$ cat src/rtl/pe_drv_pkg.sv
// Shared types and defaults for the PE_64 stream driver.
package pe_drv_pkg;
  localparam int DEF_A_W     = 8;
  localparam int DEF_B_W     = 19;
  localparam int DEF_D_W     = 19;
  localparam int DEF_SHIFT_W = 5;
  localparam int DEF_LEN_W   = 8;

  // Cycles after RST during which err_spurious may flag returns that were
  // already in the PE pipeline when the tile was abandoned.
  localparam int PIPE_FLUSH  = 4;

  typedef enum logic [1:0] {
    IDLE   = 2'd0,
    STREAM = 2'd1,
    DRAIN  = 2'd2
  } drv_state_e;
endpackage

$ cat src/rtl/pe_stream_driver.sv
// Transmit-side feeder for one PE_64: latches a tile config, forwards the
// operand stream with one cycle of latency, flips the double-buffer select
// once per tile and counts PE returns to detect the end of the tile.
// Build option: PE_DRV_ZERO_BUBBLE_EN zeroes a/b/d on non-beat cycles;
// without it a/b/d hold the last transmitted beat.
module pe_stream_driver
  import pe_drv_pkg::*;
#(
  parameter int A_W     = DEF_A_W,
  parameter int B_W     = DEF_B_W,
  parameter int D_W     = DEF_D_W,
  parameter int SHIFT_W = DEF_SHIFT_W,
  parameter int LEN_W   = DEF_LEN_W
) (
  input  logic               CLK,
  input  logic               RST,
  input  logic               cfg_valid,
  output logic               cfg_ready,
  input  logic [LEN_W-1:0]   cfg_len,
  input  logic [SHIFT_W-1:0] cfg_shift,
  input  logic               host_valid,
  output logic               host_ready,
  input  logic [A_W-1:0]     host_a,
  input  logic [B_W-1:0]     host_b,
  input  logic [D_W-1:0]     host_d,
  output logic [A_W-1:0]     pe_in_a,
  output logic [B_W-1:0]     pe_in_b,
  output logic [D_W-1:0]     pe_in_d,
  output logic               pe_in_valid,
  output logic [SHIFT_W-1:0] pe_in_control_shift,
  output logic               pe_in_control_propagate,
  input  logic               pe_out_valid,
  output logic               done,
  output logic               err_spurious
);

  localparam logic [LEN_W-1:0] ONE = {{(LEN_W-1){1'b0}}, 1'b1};

  drv_state_e         state, state_nxt;
  logic [LEN_W-1:0]   len_q;
  logic [SHIFT_W-1:0] shift_q;
  logic [LEN_W-1:0]   beat_cnt;
  logic [LEN_W-1:0]   ret_cnt;
  logic               prop_reg;

  logic               cfg_fire;
  logic               host_fire;
  logic               last_beat;
  logic               ret_full;
  logic               ret_done;
  logic               spurious;

  assign cfg_fire  = cfg_ready & cfg_valid;
  assign host_fire = host_ready & host_valid;
  assign last_beat = host_fire && ((beat_cnt + ONE) == len_q);
  assign ret_full  = (ret_cnt == len_q);
  // The final return counts in the same cycle it arrives.
  assign ret_done  = ret_full || (pe_out_valid && ((ret_cnt + ONE) == len_q));
  assign spurious  = pe_out_valid && ((state == IDLE) || ret_full);

  // State register.
  always_ff @(posedge CLK) begin
    if (RST) state <= IDLE;
    else     state <= state_nxt;
  end

  // Next-state decode.
  always_comb begin
    state_nxt = state;
    case (state)
      IDLE:    if (cfg_valid && (cfg_len != '0)) state_nxt = STREAM;
      STREAM:  if (last_beat)                    state_nxt = DRAIN;
      DRAIN:   if (ret_done)                     state_nxt = IDLE;
      default:                                   state_nxt = IDLE;
    endcase
  end

  // Handshake readies come from the state register alone.
  always_comb begin
    cfg_ready  = 1'b0;
    host_ready = 1'b0;
    case (state)
      IDLE:    cfg_ready  = 1'b1;
      STREAM:  host_ready = 1'b1;
      default: ;
    endcase
  end

  // Tile config, double-buffer select and beat/return counters.
  always_ff @(posedge CLK) begin
    if (RST) begin
      len_q    <= '0;
      shift_q  <= '0;
      beat_cnt <= '0;
      ret_cnt  <= '0;
      prop_reg <= 1'b0;
    end else begin
      if (cfg_fire && (cfg_len != '0)) begin
        len_q    <= cfg_len;
        shift_q  <= cfg_shift;
        beat_cnt <= '0;
        ret_cnt  <= '0;
        prop_reg <= ~prop_reg;
      end else begin
        if (host_fire) beat_cnt <= beat_cnt + ONE;
        // Saturate at len so a stray return never wraps the counter.
        if (pe_out_valid && (state != IDLE) && !ret_full) ret_cnt <= ret_cnt + ONE;
      end
    end
  end

  // PE input register bank: one-cycle forward of each accepted beat.
  always_ff @(posedge CLK) begin
    if (RST) begin
      pe_in_a                 <= '0;
      pe_in_b                 <= '0;
      pe_in_d                 <= '0;
      pe_in_valid             <= 1'b0;
      pe_in_control_shift     <= '0;
      pe_in_control_propagate <= 1'b0;
    end else begin
      pe_in_valid <= host_fire;
      if (host_fire) begin
        pe_in_a                 <= host_a;
        pe_in_b                 <= host_b;
        pe_in_d                 <= host_d;
        pe_in_control_shift     <= shift_q;
        pe_in_control_propagate <= prop_reg;
      end else begin
`ifdef PE_DRV_ZERO_BUBBLE_EN
        pe_in_a <= '0;
        pe_in_b <= '0;
        pe_in_d <= '0;
`endif
      end
    end
  end

  // Completion pulse and sticky spurious-return flag.
  always_ff @(posedge CLK) begin
    if (RST) begin
      done         <= 1'b0;
      err_spurious <= 1'b0;
    end else begin
      done <= (cfg_fire && (cfg_len == '0)) || ((state == DRAIN) && ret_done);
      if (spurious) err_spurious <= 1'b1;
    end
  end

endmodule

$ cat config.mk
export PLATFORM = sky130hd
export DESIGN_NAME = pe_stream_driver
export DESIGN_NICKNAME = d
export VERILOG_FILES = /design/src/rtl/pe_drv_pkg.sv /design/src/rtl/pe_stream_driver.sv
export SDC_FILE = /design/constraint.sdc
export NUM_CORES = 1
export LEC_CHECK = 0
export CAP_MARGIN = 15
export CELL_PAD_IN_SITES_DETAIL_PLACEMENT = 1
export CELL_PAD_IN_SITES_GLOBAL_PLACEMENT = 2
export CORE_UTILIZATION = 26
export DETAILED_ROUTE_END_ITERATION = 8
export PLACE_DENSITY = 0.86
export SYNTH_ARGS = -nofsm -noshare
export SYNTH_HDL_FRONTEND = slang
export SYNTH_SLANG_ARGS = --single-unit
$ cat constraint.sdc
create_clock -name CLK -period 2.44 [get_ports CLK]
set_input_delay 0.366 -clock CLK [delete_from_list [all_inputs] [get_ports CLK]]
set_output_delay 0.366 -clock CLK [all_outputs]
set_load 0.01 [all_outputs]
==> Flow_metrics.wiki, run 1 <==
{| class="wikitable"
! Metric !! Value
|-
| # port buffers || 120
|-
| Initial antenna violation count || 0
|-
| Register area share after synthesis || 0.4711
|-
| Worst VDD drop || 0.2485 mV
|-
| CTS sink cnt || 87
|-
| Transition time at the pin with the least slew margin || 605.1 ps
|-
| Post-DP HPWL || 8120 microns
|-
| Via count of the first global-routing pass || 3722
|-
| H-tree depth reported by CTS || 3
|-
| Final WS setup || 220.9 ps
|-
| Combinational group share of total power || 0.154
|-
| Placer Congestion || 0.8111
|-
| Area Overhead vs Synth || 45.92%
|-
| Final wirelength || 11300 microns
|-
| Post-synth top flop || sky130_fd_sc_hd__dfxtp_1
|-
| Total standard cell area after synthesis || 3697 sq um
|-
| Worst-Skew Late Latency || 340 ps
|-
| CP Launch Point || state[0]$_SDFFE_PP0P_
|-
| Placeable core region || 13880 sq um
|-
| CP arrival || 1850 ps
|-
| CTS root buf || sky130_fd_sc_hd__clkbuf_16
|-
| Maximum number of pins on one net before global-route repair || 70
|-
| Setup repair after global routing missed its margin || false
|-
| Combined flip-flop and latch cell area || 1742 sq um
|-
| Part of the cycle the worst path needs || 0.9095
|-
| Net count after synthesis || 512
|-
| Capturing element type of the critical path || primary output
|-
| Fraction of layout cells with a size suffix above 1 || 0.06927
|-
| Area taken by multi-input logic gates || 1798 sq um
|-
| Element type at the critical path start || register
|-
| Overall routing resource usage || 0.1608
|-
| Top flop regs || pe_in_b x19, pe_in_d x19
|-
| EDFF count, synth || 0
|-
| Cell count after synthesis || 446
|-
| Highest attainable clock frequency || 450.6 MHz
|-
| Number of buffers created by CTS || 9
|-
| Number of max-cap violations || 0
|-
| Wire length of the first global-routing pass || 18200 microns
|-
| Final antenna diode count || 0
|-
| Post-route ant nets || 0
|-
| Detailed-routing iteration count for the pre-antenna-repair pass || 4
|-
| Boundary pin count || 121
|-
| Mean cell area of the mapped netlist || 8.290 sq um
|-
| Pins Over Slew Limit || 0
|-
| Grt total ovfl || 0
|-
| Worst path cell trace || nor2b_1, clkdlybuf4s50_1
|-
| Cells on worst reg2reg path || 6
|-
| Hold WC Path Type || in -> reg
|-
| Power Internal || 2.598 mW
|-
| Total number of placement rows || 43
|-
| Path type of the worst setup path || reg -> out
|-
| Sequential fraction of design power || 0.444
|-
| Clk buf depth || 2
|-
| Final setup fails || 0
|-
| Number of DRC markers in iteration 0 || 123
|-
| Synthesis warning total || 0
|-
| Worst-case setup slack after placement || 272.1 ps
|-
| Ratio of total power to cell area || 645.4 nW/um^2
|-
| Layout Skew || 8.854 ps
|-
| Maximum cell stage delay along the critical path || 600 ps
|-
| Die extent in y || 121.3 microns
|-
| Clock slew seen by the registers of the worst setup and hold paths || 70 ps
|-
| Slowest cell on the critical path || sky130_fd_sc_hd__clkdlybuf4s50_1
|-
| Count of hold-fix buffers inserted at cts || 0
|-
| Synthesis-stage register bit count || 87
|-
| Ratio of routed vias to standard cells || 4.686
|-
| Relative max-transition margin || 0.5966
|-
| Die extent in x || 121.3 microns
|-
| Unique masters post-synth || 51
|-
| Fraction of power spent switching nets || 0.2539
|-
| FILL cells || 1657
|-
| Leakage power figure || 1.855 nW
|-
| Startpoint of the worst-slack reg-to-reg timing path || beat_cnt[0]$_SDFFE_PP0P_
|-
| Number of remaining DRC errors || 0
|-
| Total Neg Setup Slack || 0 ps
|-
| Final Hold Violating Endpoints || 0
|-
| Clock Power Share || 0.402
|-
| Crit path max fanout || 8
|-
| Number of vias in the routed layout || 3482
|-
| Minimum clock period after layout || 2219 ps
|-
| Count of nets after finishing || 624
|-
| Full die area || 14700 sq um
|-
| Post-CTS setup buffer count || 0
|-
| Worst R2R Setup Slack || 290 ps
|-
| Status || finished clean
|-
| Reg2Reg Capture Point || state[0]$_SDFFE_PP0P_
|-
| Power spent charging and discharging nets || 884.0 uW
|-
| Starting density of the core || 0.2664
|-
| Critical path capture point || host_ready
|-
| Number of gates given a new drive strength after cts || 0
|-
| Data required time at the worst endpoint || 2070 ps
|-
| Post-DR wirelength/cell || 15.21 microns
|-
| Share of flip-flops with an asynchronous set or reset after synthesis || 0
|-
| CTS tree || yes
|-
| Total Power Consumption || 3.482 mW
|}
## critical path, delay by kind of cell, from the launching register on
kind	cells	cell delay [ps]
buffers and inverters	1	600
DFF	1	580
and+or+nand+nor	1	330
## layer usage
| metal | vias to the layer above | routed length (microns) | GRT usage |
|---|---|---|---|
| li1 | 1714 | - | - |
| met2 | 87 | 5728 | 0.2939 |
| met5 | - | 0 | 0 |
| met4 | 0 | 233 | 0.07948 |
| met3 | 17 | 593 | 0.03477 |
| met1 | 1664 | 4743 | 0.1736 |
## worst min path at each step
stage,start,endpoint,slack (ps),depth (start not counted)
floorplan,shift_q[0]$_SDFFE_PP0P_,pe_in_control_shift[0]$_SDFFE_PP0P_,430,2
global placement,shift_q[2]$_SDFFE_PP0P_,pe_in_control_shift[2]$_SDFFE_PP0P_,430,2
detailed placement,pe_in_d[8]$_SDFFE_PP0P_,pe_in_d[8]$_SDFFE_PP0P_,450,2
CTS,RST,state[0]$_SDFFE_PP0P_,340,2
global route,RST,state[0]$_SDFFE_PP0P_,350,2
finish,RST,state[0]$_SDFFE_PP0P_,350,2
## per-stage QoR
stage	cell area (sq um)	cells	utilization	hold WS [ps]
final	5395	743	0.3887	347.8
after floorplan	3697	446	-	431.2
after detailed placement	5095	727	0.3670	449.3
after global placement	5095	727	0.3670	433.9
after global routing	5395	743	0.3887	350.4
after CTS	5395	743	0.3887	338.7
## cell usage after synthesis (2+ instances only)
cell	instances	share of area
sky130_fd_sc_hd__nand4_1	3	0.0051
sky130_fd_sc_hd__a41oi_1	2	0.0047
sky130_fd_sc_hd__buf_4	2	0.0041
sky130_fd_sc_hd__o21ai_1	4	0.0054
sky130_fd_sc_hd__o21ai_0	5	0.0068
sky130_fd_sc_hd__a211oi_1	2	0.0041
sky130_fd_sc_hd__nor4_1	5	0.0085
sky130_fd_sc_hd__o22ai_1	2	0.0034
sky130_fd_sc_hd__nand3_1	7	0.0095
sky130_fd_sc_hd__ha_1	2	0.0068
sky130_fd_sc_hd__nand2_1	117	0.12
sky130_fd_sc_hd__clkbuf_1	13	0.013
sky130_fd_sc_hd__nor2_1	29	0.029
sky130_fd_sc_hd__xnor2_1	21	0.050
sky130_fd_sc_hd__inv_1	4	0.0041
sky130_fd_sc_hd__xor2_1	8	0.019
sky130_fd_sc_hd__buf_1	6	0.0061
sky130_fd_sc_hd__a21oi_1	63	0.085
sky130_fd_sc_hd__or3_1	6	0.010
sky130_fd_sc_hd__nor3_1	4	0.0054
sky130_fd_sc_hd__mux2i_1	13	0.035
sky130_fd_sc_hd__dfxtp_1	87	0.47
sky130_fd_sc_hd__or4_1	2	0.0041
sky130_fd_sc_hd__nand2b_1	4	0.0068
sky130_fd_sc_hd__buf_2	8	0.011
sky130_fd_sc_hd__o31ai_1	2	0.0041
## layout by cell type, fill, tap and decap left out, drive strengths merged, types with 2 or more instances in the layout
cell / instances
clkinvlp: 2
nor4b: 2
a41oi: 2
nand4: 3
o31ai: 2
nor4: 6
nor3: 4
nand2b: 4
inv: 6
buf: 13
nor2: 30
o22ai: 2
mux2i: 13
nand2: 117
dfxtp: 87
xnor2: 21
a21oi: 63
o21ai: 9
a211oi: 3
xor2: 8
ha: 2
or4: 3
nand3: 7
clkbuf: 12
clkdlybuf4s50: 119
or3: 6
## logic make-up (layout without fill, tap and decap cells)
group                    after synthesis  in the layout  synth area share
AO/OA/AOI/OAI                         89             89            0.1452
XOR/XNOR                              29             29           0.06870
adder cells (fa/ha/maj)                2              2          0.006767
buffers and inverters                 36            153           0.04365
flip-flops                            87             87            0.4711
multiplexers                          13             13           0.03519
AND/OR/NAND/NOR                      190            190            0.2294
## power groups by stage
stage / Clock (mW) / Sequential [mW] / Combinational, mW
2_1_floorplan: 0 / 1.58 / 0.248
3_3_place_gp: 0 / 1.57 / 0.527
3_5_place_dp: 0 / 1.58 / 0.543
4_1_cts: 1.46 / 1.55 / 0.545
5_1_grt: 1.52 / 1.55 / 0.584
6_report: 1.40 / 1.55 / 0.535
## layout make-up
class	count	share of cell area
sequential	87	0.3228
timing repair buffer	132	0.2430
tap	180	0.04174
clock inverter	4	0.009972
clock buffer	12	0.04569
multi-input combinational	323	0.3333
inverter	5	0.003479
(Power assumes the default switching activity.)
==> run 2, diff against run 1 <==
--- a/config.mk
+++ b/config.mk
@@ -5,12 +5,14 @@
 export SDC_FILE = /design/constraint.sdc
 export NUM_CORES = 1
 export LEC_CHECK = 0
-export CAP_MARGIN = 15
+export CAP_MARGIN = 20
 export CELL_PAD_IN_SITES_DETAIL_PLACEMENT = 1
 export CELL_PAD_IN_SITES_GLOBAL_PLACEMENT = 2
+export CORE_MARGIN = 8
 export CORE_UTILIZATION = 26
 export DETAILED_ROUTE_END_ITERATION = 8
 export PLACE_DENSITY = 0.86
+export SETUP_SLACK_MARGIN = 0.3
 export SYNTH_ARGS = -nofsm -noshare
 export SYNTH_HDL_FRONTEND = slang
 export SYNTH_SLANG_ARGS = --single-unit
==> run 2 against run 1 <==
Against the previous run:
- die area is 24% higher
- sequential power hardly changed
- count of clock-buffer cells in the layout is 2 higher
- flip-flop and latch count stayed put
- total power is 2.2% lower
- critical path depth is 4 higher
- highest routed layer is now met5
- maximum frequency is 9.9% higher
- register-to-register slack better by 130 ps
==> Flow_metrics.wiki, run 2 (same netlist as run 1, synthesis figures left out) <==
{| class="wikitable"
! Metric !! Value
|-
| Via count of the first global-routing pass || 3725
|-
| Count of hold-fix buffers inserted at cts || 0
|-
| Grt total ovfl || 0
|-
| Data required time at the worst endpoint || 2650 ps
|-
| Total number of placement rows || 43
|-
| Element type at the critical path start || register
|-
| Crit path max fanout || 5
|-
| Wire length of the first global-routing pass || 19160 microns
|-
| Area taken by multi-input logic gates || 1812 sq um
|-
| Layout Skew || 4.273 ps
|-
| Final setup fails || 0
|-
| Slowest cell on the critical path || sky130_fd_sc_hd__dfxtp_1
|-
| Number of remaining DRC errors || 0
|-
| Placeable core region || 13880 sq um
|-
| H-tree depth reported by CTS || 3
|-
| Startpoint of the worst-slack reg-to-reg timing path || beat_cnt[1]$_SDFFE_PP0P_
|-
| Reg2Reg Capture Point || state[0]$_SDFFE_PP0P_
|-
| Ratio of routed vias to standard cells || 4.700
|-
| Area Overhead vs Synth || 45.21%
|-
| Final wirelength || 11740 microns
|-
| Die extent in y || 135.3 microns
|-
| Final antenna diode count || 0
|-
| Number of buffers created by CTS || 9
|-
| CP arrival || 2230 ps
|-
| CTS tree || yes
|-
| Setup repair after global routing missed its margin || false
|-
| Path type of the worst setup path || reg -> reg
|-
| Overall routing resource usage || 0.1302
|-
| Total Neg Setup Slack || 0 ps
|-
| Minimum clock period after layout || 2019 ps
|-
| CTS root buf || sky130_fd_sc_hd__clkbuf_16
|-
| Status || finished clean
|-
| Number of DRC markers in iteration 0 || 137
|-
| # port buffers || 120
|-
| Top flop regs || pe_in_b x19, pe_in_d x19
|-
| Placer Congestion || 0.7897
|-
| Fraction of layout cells with a size suffix above 1 || 0.07308
|-
| Clock slew seen by the registers of the worst setup and hold paths || 60 ps
|-
| Post-DP HPWL || 8740 microns
|-
| Post-route ant nets || 0
|-
| Maximum cell stage delay along the critical path || 400 ps
|-
| Final WS setup || 421.2 ps
|-
| Worst-case setup slack after placement || 296.7 ps
|-
| Worst Hold Launch || RST
|-
| Leading cell type in the layout, fill and taps excluded || sky130_fd_sc_hd__clkdlybuf4s50_1
|-
| Most used cells in the layout excluding fill and tap cells || 119 x sky130_fd_sc_hd__clkdlybuf4s50_1, 116 x sky130_fd_sc_hd__nand2_1, 86 x sky130_fd_sc_hd__dfxtp_1
|-
| Part of the cycle the worst path needs || 0.8274
|-
| Post-DR wirelength/cell || 15.84 microns
|-
| Maximum number of pins on one net before global-route repair || 59
|-
| Full die area || 18290 sq um
|-
| Capturing element type of the critical path || register
|-
| Pins Over Slew Limit || 0
|-
| Worst R2R Setup Slack || 420 ps
|-
| Highest attainable clock frequency || 495.3 MHz
|-
| Combined flip-flop and latch cell area || 1743 sq um
|-
| Worst-Skew Late Latency || 340 ps
|-
| Number of vias in the routed layout || 3483
|-
| Post-CTS setup buffer count || 0
|-
| FILL cells || 1666
|-
| Count of nets after finishing || 624
|-
| Hold WC Path Type || in -> reg
|-
| Boundary pin count || 121
|-
| Initial antenna violation count || 1
|-
| Detailed-routing iteration count for the pre-antenna-repair pass || 4
|-
| CP Launch Point || beat_cnt[1]$_SDFFE_PP0P_
|-
| Number of max-cap violations || 0
|-
| Cells on worst reg2reg path || 6
|-
| Relative max-transition margin || 0.5942
|-
| Starting density of the core || 0.2664
|-
| Worst VDD drop || 0.2529 mV
|-
| CTS sink cnt || 87
|-
| Worst path cell trace || ha_2, nand3_1, or3_1, a211oi_1, nor4b_4, o22ai_1
|-
| Final Hold Violating Endpoints || 0
|-
| Die extent in x || 135.3 microns
|-
| Clk buf depth || 2
|-
| Critical path capture point || state[0]$_SDFFE_PP0P_
|-
| Leakage power figure || 1.845 nW
|-
| Ratio of total power to cell area || 634.1 nW/um^2
|-
| Transition time at the pin with the least slew margin || 608.7 ps
|}
==> run 2: cell count changes in the layout (fill, tap and decap cells not counted), sizes merged <==
| cell | change |
|---|---|
| inv | -1 |
| bufinv | -1 |
| clkbuf | +2 |
| clkinvlp | -2 |
==> run 2: worst min-delay path by stage <==
| stage | end | slack [ps] | cells after the start |
|---|---|---|---|
| 6_report | pe_in_valid$_SDFF_PP0_ | 390 | 2 |
| 5_1_grt | err_spurious$_SDFFE_PP0P_ | 410 | 2 |
| 4_1_cts | pe_in_valid$_SDFF_PP0_ | 390 | 2 |
| 3_5_place_dp | pe_in_d[9]$_SDFFE_PP0P_ | 450 | 2 |
| 3_3_place_gp | pe_in_d[15]$_SDFFE_PP0P_ | 440 | 2 |
| 2_1_floorplan | pe_in_control_shift[0]$_SDFFE_PP0P_ | 430 | 2 |
==> run 2: stage by stage <==
stage	area [sq um]	utilization	hold WS, ps	cells	power, mW
detailed placement	5070	0.3652	448.3	727	2.112
floorplan	3697	-	431.2	446	1.826
finish	5369	0.3868	392.7	741	3.405
global placement	5070	0.3652	440.9	727	2.097
CTS	5355	0.3858	387.5	741	3.463
global route	5369	0.3868	410.0	741	3.586
==> run 2: area by class of cell <==
type | count | area share
multi-input cells | 323 | 0.3375
flip-flops and latches | 87 | 0.3246
repair buffers | 132 | 0.2396
clock buffers | 14 | 0.05290
well taps | 180 | 0.04195
inverters | 5 | 0.003496
==> run 2: power breakdown <==
part	switching [mW]	total [mW]	internal, mW
combinational	0.250	0.529	0.279
clock	0.538	1.33	0.791
sequential	0.0566	1.55	1.49
==> run 2: timing repair <==
item | 4_1_cts | 5_1_grt
resized for setup | 1 | 3
pin swaps | 0 | 0
setup endpoints to repair | 1 | 3
==> run 2: critical path: cells and delay by family (launching register included) <==
family                     cells  cell delay, ps
DFF                            1             400
and+or+nand+nor                3             860
AOI/OAI and AO/OA              2             380
adders and majority gates      1             250
==> run 2: metal layers <==
metal / vias up / GRT usage / routed length, microns
met5: - / 0 / 13
met4: 2 / 0.05861 / 215
met3: 16 / 0.04191 / 847
met2: 91 / 0.2204 / 5653
met1: 1653 / 0.1464 / 5007
li1: 1721 / - / -
